## src/rtl/sz_inner_decomp_if.sv

```systemverilog
// Stream bundle for the SZ first-stage decoder: encoded triples in, samples out.
// The master side feeds triples and accepts samples; the slave side is the decoder.
interface sz_inner_decomp_if #(
    parameter int DW = 32,
    parameter int QW = 10
);
    logic          in_valid;
    logic          in_ready;
    logic [1:0]    in_code;
    logic [QW-1:0] in_qcode;
    logic [DW-1:0] in_raw;
    logic          out_valid;
    logic          out_ready;
    logic [DW-1:0] out_data;
    logic          out_last;
    logic          err;

    modport master (
        output in_valid, in_code, in_qcode, in_raw, out_ready,
        input  in_ready, out_valid, out_data, out_last, err
    );

    modport slave (
        input  in_valid, in_code, in_qcode, in_raw, out_ready,
        output in_ready, out_valid, out_data, out_last, err
    );
endinterface

```

## src/rtl/sz_inner_decomp.sv

```systemverilog
// SZ first-stage decoder: redoes the encoder's curve-fit prediction from a 3-deep
// history and adds the dequantized residual, one sample per accepted triple.
module sz_inner_decomp #(
    parameter int DW        = 32,
    parameter int QW        = 10,
    parameter int RADIUS    = 512,
    parameter int STEP      = 2,
    parameter int BLOCK_LEN = 1024
) (
    input  logic             clk,
    input  logic             rst,
    sz_inner_decomp_if.slave bus
);
    localparam int W  = DW + 4;
    localparam int CW = (BLOCK_LEN > 1) ? $clog2(BLOCK_LEN) : 1;

    localparam logic signed [W-1:0]  RADIUS_W = W'(RADIUS);
    localparam logic signed [W-1:0]  STEP_W   = W'(STEP);
    localparam logic signed [W-1:0]  SAT_MAX  = {{(W-DW+1){1'b0}}, {(DW-1){1'b1}}};
    localparam logic signed [W-1:0]  SAT_MIN  = {{(W-DW+1){1'b1}}, {(DW-1){1'b0}}};
    localparam logic [DW-1:0]        MAX_DW   = {1'b0, {(DW-1){1'b1}}};
    localparam logic [DW-1:0]        MIN_DW   = {1'b1, {(DW-1){1'b0}}};
    localparam logic [CW-1:0]        LAST_CNT = CW'(BLOCK_LEN - 1);

    logic [DW-1:0]        hist_reg [1:3];
    logic [DW-1:0]        hist_eff [1:3];
    logic signed [W-1:0]  hist_w   [1:3];

    logic [CW-1:0]        count_reg;
    logic [CW-1:0]        count_next;
    logic                 out_valid_reg;
    logic [DW-1:0]        out_data_reg;
    logic                 out_last_reg;
    logic                 err_reg;

    logic                 accept;
    logic                 block_start;
    logic                 is_last;
    logic                 qerr;
    logic                 use_raw;
    logic signed [W-1:0]  pred;
    logic signed [W-1:0]  qcode_w;
    logic signed [W-1:0]  resid;
    logic signed [W-1:0]  sum;
    logic [DW-1:0]        rec_fit;
    logic [DW-1:0]        rec_next;

    assign bus.in_ready  = !out_valid_reg || bus.out_ready;
    assign accept        = bus.in_valid && bus.in_ready;
    assign block_start   = (count_reg == '0);
    assign is_last       = (count_reg == LAST_CNT);
    assign count_next    = is_last ? '0 : count_reg + 1'b1;

    // The first sample of a block must not see the previous block's history.
    genvar gi;
    generate
        for (gi = 1; gi <= 3; gi++) begin : g_hist
            assign hist_eff[gi] = block_start ? '0 : hist_reg[gi];
            assign hist_w[gi]   = {{(W-DW){hist_eff[gi][DW-1]}}, hist_eff[gi]};
        end
    endgenerate

    always_comb begin
        pred = '0;
        case (bus.in_code)
            2'd1:    pred = hist_w[1];
            2'd2:    pred = (hist_w[1] <<< 1) - hist_w[2];
            2'd3:    pred = (hist_w[1] <<< 1) + hist_w[1]
                          - (hist_w[2] <<< 1) - hist_w[2] + hist_w[3];
            default: pred = '0;
        endcase
    end

    assign qcode_w = {{(W-QW){1'b0}}, bus.in_qcode};
    assign resid   = (qcode_w - RADIUS_W) * STEP_W;
    assign sum     = pred + resid;

    always_comb begin
        rec_fit = sum[DW-1:0];
        if (sum > SAT_MAX) begin
            rec_fit = MAX_DW;
        end else if (sum < SAT_MIN) begin
            rec_fit = MIN_DW;
        end
    end

    // qcode 0 is reserved by the encoder; such triples fall back to the raw value.
    assign qerr     = (bus.in_code != 2'd0) && (bus.in_qcode == '0);
    assign use_raw  = (bus.in_code == 2'd0) || qerr;
    assign rec_next = use_raw ? bus.in_raw : rec_fit;

    always_ff @(posedge clk or posedge rst) begin
        if (rst) begin
            hist_reg[1]   <= '0;
            hist_reg[2]   <= '0;
            hist_reg[3]   <= '0;
            count_reg     <= '0;
            out_valid_reg <= 1'b0;
            out_data_reg  <= '0;
            out_last_reg  <= 1'b0;
            err_reg       <= 1'b0;
        end else begin
            if (accept) begin
                hist_reg[1]   <= rec_next;
                hist_reg[2]   <= hist_eff[1];
                hist_reg[3]   <= hist_eff[2];
                count_reg     <= count_next;
                out_valid_reg <= 1'b1;
                out_data_reg  <= rec_next;
                out_last_reg  <= is_last;
                if (qerr) begin
                    err_reg <= 1'b1;
                end
            end else if (bus.out_ready) begin
                out_valid_reg <= 1'b0;
            end
        end
    end

    assign bus.out_valid = out_valid_reg;
    assign bus.out_data  = out_data_reg;
    assign bus.out_last  = out_last_reg;
    assign bus.err       = err_reg;
endmodule

```

## src/flat_wrapper.sv

```systemverilog
// flat-port wrapper written by rule: the top's interface ports become plain ports
module sz_inner_decomp_flat 
#(
    parameter int DW        = 32,
    parameter int QW        = 10,
    parameter int RADIUS    = 512,
    parameter int STEP      = 2,
    parameter int BLOCK_LEN = 1024
)
  (clk, rst, bus_in_valid, bus_in_code, bus_in_qcode, bus_in_raw, bus_out_ready, bus_in_ready, bus_out_valid, bus_out_data, bus_out_last, bus_err);
  sz_inner_decomp_if #(.DW(DW), .QW(QW)) bus_i ();
  input  logic clk;
  input  logic rst;
  input wire logic [$bits(bus_i.in_valid)-1:0] bus_in_valid;
  input wire logic [$bits(bus_i.in_code)-1:0] bus_in_code;
  input wire logic [$bits(bus_i.in_qcode)-1:0] bus_in_qcode;
  input wire logic [$bits(bus_i.in_raw)-1:0] bus_in_raw;
  input wire logic [$bits(bus_i.out_ready)-1:0] bus_out_ready;
  output wire logic [$bits(bus_i.in_ready)-1:0] bus_in_ready;
  output wire logic [$bits(bus_i.out_valid)-1:0] bus_out_valid;
  output wire logic [$bits(bus_i.out_data)-1:0] bus_out_data;
  output wire logic [$bits(bus_i.out_last)-1:0] bus_out_last;
  output wire logic [$bits(bus_i.err)-1:0] bus_err;
  assign bus_i.in_valid = bus_in_valid;
  assign bus_i.in_code = bus_in_code;
  assign bus_i.in_qcode = bus_in_qcode;
  assign bus_i.in_raw = bus_in_raw;
  assign bus_i.out_ready = bus_out_ready;
  assign bus_in_ready = bus_i.in_ready;
  assign bus_out_valid = bus_i.out_valid;
  assign bus_out_data = bus_i.out_data;
  assign bus_out_last = bus_i.out_last;
  assign bus_err = bus_i.err;
  sz_inner_decomp #(.DW(DW), .QW(QW), .RADIUS(RADIUS), .STEP(STEP), .BLOCK_LEN(BLOCK_LEN)) u_core (.clk(clk), .rst(rst), .bus(bus_i));
endmodule
```

## config.mk

```make
export PLATFORM = sky130hd
export DESIGN_NAME = sz_inner_decomp_flat
export DESIGN_NICKNAME = d
export VERILOG_FILES = /design/src/rtl/sz_inner_decomp_if.sv /design/src/rtl/sz_inner_decomp.sv /design/src/flat_wrapper.sv
export SDC_FILE = /design/constraint.sdc
export NUM_CORES = 1
export LEC_CHECK = 0
export ABC_AREA = 1
export CAP_MARGIN = 20
export CELL_PAD_IN_SITES_DETAIL_PLACEMENT = 1
export CELL_PAD_IN_SITES_GLOBAL_PLACEMENT = 1
export CORE_ASPECT_RATIO = 0.9
export CORE_MARGIN = 3
export CORE_UTILIZATION = 45
export DETAILED_ROUTE_END_ITERATION = 7
export PLACE_DENSITY_LB_ADDON = 0.15
export SETUP_SLACK_MARGIN = 0.02
export SYNTH_ARGS = -nofsm -noshare
export SYNTH_HDL_FRONTEND = slang
export SYNTH_SLANG_ARGS = --single-unit
```

## constraint.sdc

```tcl
create_clock -name clk -period 14.3 [get_ports clk]
set_input_delay 2.86 -clock clk [delete_from_list [all_inputs] [get_ports clk]]
set_output_delay 2.86 -clock clk [all_outputs]
set_load 0.03 [all_outputs]
```

==> results.py <==
metrics = {
    "outcome": {
        "outcome": "complete, no violations",
    },
    "yosys": {
        "synth_cells": 2184,
        "ys_seq_area_share_pct": 18.5,
        "avgSynthCellArea_um2": 6.75,
        "syn_area_mm2": 0.0147,
        "synth-edff-count": 0,
        "synth_fp_nets": 2431,
        "synth-async-reset-ratio_pct": 100,
        "ys.flop_type": "dfrtp_1",
        "ys_seq_elements": 109,
        "ys_types": 53,
        "yosys_warnings": 0,
    },
    "worst_setup_path": {
        "cp_slowest_cell": "nand2_4",
        "end_kind": "register",
        "r2r_setup_slack_ps": 3900,
        "start_kind": "register",
        "slowest_delay_ps": 640,
        "critical_path.top_delay_family": "simple AND/OR/NAND/NOR gates",
        "r2r_cells": 52,
        "path_buf_inv": 4,
        "r2r_end": "u_core.bus.out_data[3]",
        "required_ps": 14580,
        "cp_data_arrival_time_ps": 10690,
        "cp_common_cell": "nand2_1",
        "path_class": "reg -> reg",
        "worstPathMaxFanout": 70,
        "timing.rr.start": "u_core.count_reg[0]",
    },
    "min_path": {
        "hold_class": "reg -> reg",
        "min-delay-start": "u_core.bus.err",
        "hold_end": "u_core.bus.err",
        "min_delay_path_depth": 2,
    },
    "sta": {
        "fmax_mhz": 96.1,
        "setup_viol": 0,
        "tns_ps": 0,
        "whs_ps": 487,
        "maxSlewViolCount": 0,
        "max-slew-margin-rel_pct": 27.5,
        "hold_viol_final": 0,
        "skew_ps": 16.5,
        "rsz0062_at_grt": "false",
        "fin_crit_sh_pct": 72.8,
        "min_period_ps": 10400,
        "worstMarginPinSlew_ps": 1080,
    },
    "routing": {
        "wirelength_um": 52200,
        "drt_pass1_iterations": 5,
        "drc": 0,
        "antenna_left": 0,
        "routedWlPerCell_um": 19.8,
        "first_iter_violations": 875,
        "via_per_inst": 5.62,
        "via_count": 14773,
    },
    "clocking": {
        "clk_path_buf_depth": 2,
        "ctsHoldBuffers": 0,
        "clk_pin_slew_ps": 80,
        "insertion_delay_ps": 390,
        "cts_max_level": 3,
        "tritoncts": "built",
        "post_cts_resized": 0,
        "cts_setup_buffers": 0,
        "cts_buffers": 9,
        "cts_root_buffer": "clkbuf_16",
        "cts.sinks": 109,
    },
    "place": {
        "gp_congestion": 0.955,
        "dp_hpwl_um": 42600,
        "port_buffers": 83,
    },
    "die": {
        "die_area_mm2": 0.0350,
        "fp.dieH_um": 178,
        "core_mm2": 0.0321,
        "pin_count": 84,
        "die-width_um": 197,
        "start_util_pct": 45.9,
        "rows": 62,
    },
    "cells_and_area": {
        "largest_reg_flops": 64,
        "ff_latch_area_mm2": 0.00273,
        "multi_input_area_mm2": 0.0103,
        "nets": 2456,
        "final_layout_size_suffix_gt1_share_pct": 4.52,
        "fillers": 4315,
        "antenna_cells": 0,
        "syn2layout_area_growth_pct": 8.14,
    },
    "job": {
        "maxCapViolCount": 0,
    },
    "global_routing": {
        "grt_max_degree": 102,
        "grt_first_pass_wirelength_um": 83000,
        "grt_most_used_layer": "met2",
        "antenna_found_initial": 0,
        "track_usage_pct": 30.1,
        "met3_usage_pct": 3.82,
        "met2_usage_pct": 49.3,
        "met1_usage_pct": 43.2,
        "grt_pass1_vias": 15253,
        "grt_overflow": 0,
    },
}
==> cells by family (layout without fill, tap and decap cells) <==
kind of cell             Yosys count  in the layout  share of synthesized area, %
buffers and inverters            386            416                          11.3
flip-flops                       109            109                          18.5
AND/OR/NAND/NOR                  893            893                          25.4
XOR/XNOR                          84             84                          4.99
AO/OA/AOI/OAI                    513            513                          19.6
adder cells (fa/ha/maj)          199            199                          20.2
==> per-layer routing <==
metal,share of wire (%),vias up
li1,-,7177
met2,45,326
met4,1.3,0
met5,0,-
met3,4.6,41
met1,49,7229
==> placed cells by master, fill, tap and decap left out, types with 8 or more instances in the layout <==
cell type / instances
xnor2_1: 31
nor2_1: 211
nand3_2: 9
a21oi_1: 210
buf_4: 10
dfrtp_1: 109
nor4_1: 9
o211ai_1: 19
o21bai_1: 11
nor3_1: 12
nand3_1: 68
clkdlybuf4s50_1: 83
o21ai_0: 180
o221ai_1: 18
nand4_1: 13
ha_1: 135
nand2_2: 29
xor2_1: 53
a21o_1: 10
or2_2: 8
nand2_1: 515
inv_1: 300
a31oi_1: 18
clkbuf_16: 9
fa_1: 64
==> synthesized netlist by cell type, drive strengths merged (25+ instances only) <==
| master | count | area share [%] |
|---|---|---|
| nand2 | 547 | 15 |
| inv | 307 | 7.9 |
| nor2 | 219 | 5.8 |
| a21oi | 212 | 7.3 |
| o21ai | 193 | 6.8 |
| ha | 135 | 11 |
| dfrtp | 109 | 19 |
| nand3 | 78 | 3.0 |
| fa | 64 | 8.7 |
| xor2 | 53 | 3.1 |
| buf | 51 | 2.7 |
| xnor2 | 31 | 1.8 |
| clkbuf | 25 | 0.64 |
==> worst register-to-register path: cells and delay by family (launching register included) <==
kind            cells  cell delay (ps)
compound gates     13             2700
fa+ha+maj           6             1960
flops               1              380
simple gates       27             4520
buf+inv             4              290
xor+xnor            2              420
==> metrics by stage <==
| stage | instances | instance area [um^2] | setup WS, ps | util [%] |
|---|---|---|---|---|
| floorplan | 2184 | 14700 | 6040 | - |
| global placement | 2614 | 15700 | 4320 | 48.8 |
| detailed placement | 2614 | 15700 | 3950 | 48.8 |
| CTS | 2630 | 15900 | 3870 | 49.6 |
| global route | 2630 | 15900 | 2800 | 49.6 |
| finish | 2630 | 15900 | 3900 | 49.6 |
==> layout make-up <==
cell class	count	share of cell area, %
clock buffers	10	1.44
multi-input cells	1689	64.9
well taps	416	3.27
inverters	307	7.28
clock inverters	6	0.306
flip-flops and latches	109	17.1
repair buffers	93	5.68
==> worst max-delay path by stage <==
stage / slack (ps) / to / cells after the start / from
floorplan: 6040 / u_core.bus.out_data[10] / 52 / u_core.count_reg[0]
global placement: 4320 / u_core.bus.out_data[12] / 48 / u_core.count_reg[0]
detailed placement: 3950 / u_core.bus.out_data[8] / 48 / u_core.count_reg[0]
CTS: 3870 / u_core.bus.out_data[8] / 48 / u_core.count_reg[0]
global route: 2800 / u_core.bus.out_data[23] / 52 / u_core.count_reg[0]
finish: 3900 / u_core.bus.out_data[3] / 52 / u_core.count_reg[0]
Power is left out: the tool's default activity adds up to more than one toggle a clock period on the data nets, which glitch-free logic cannot reach.
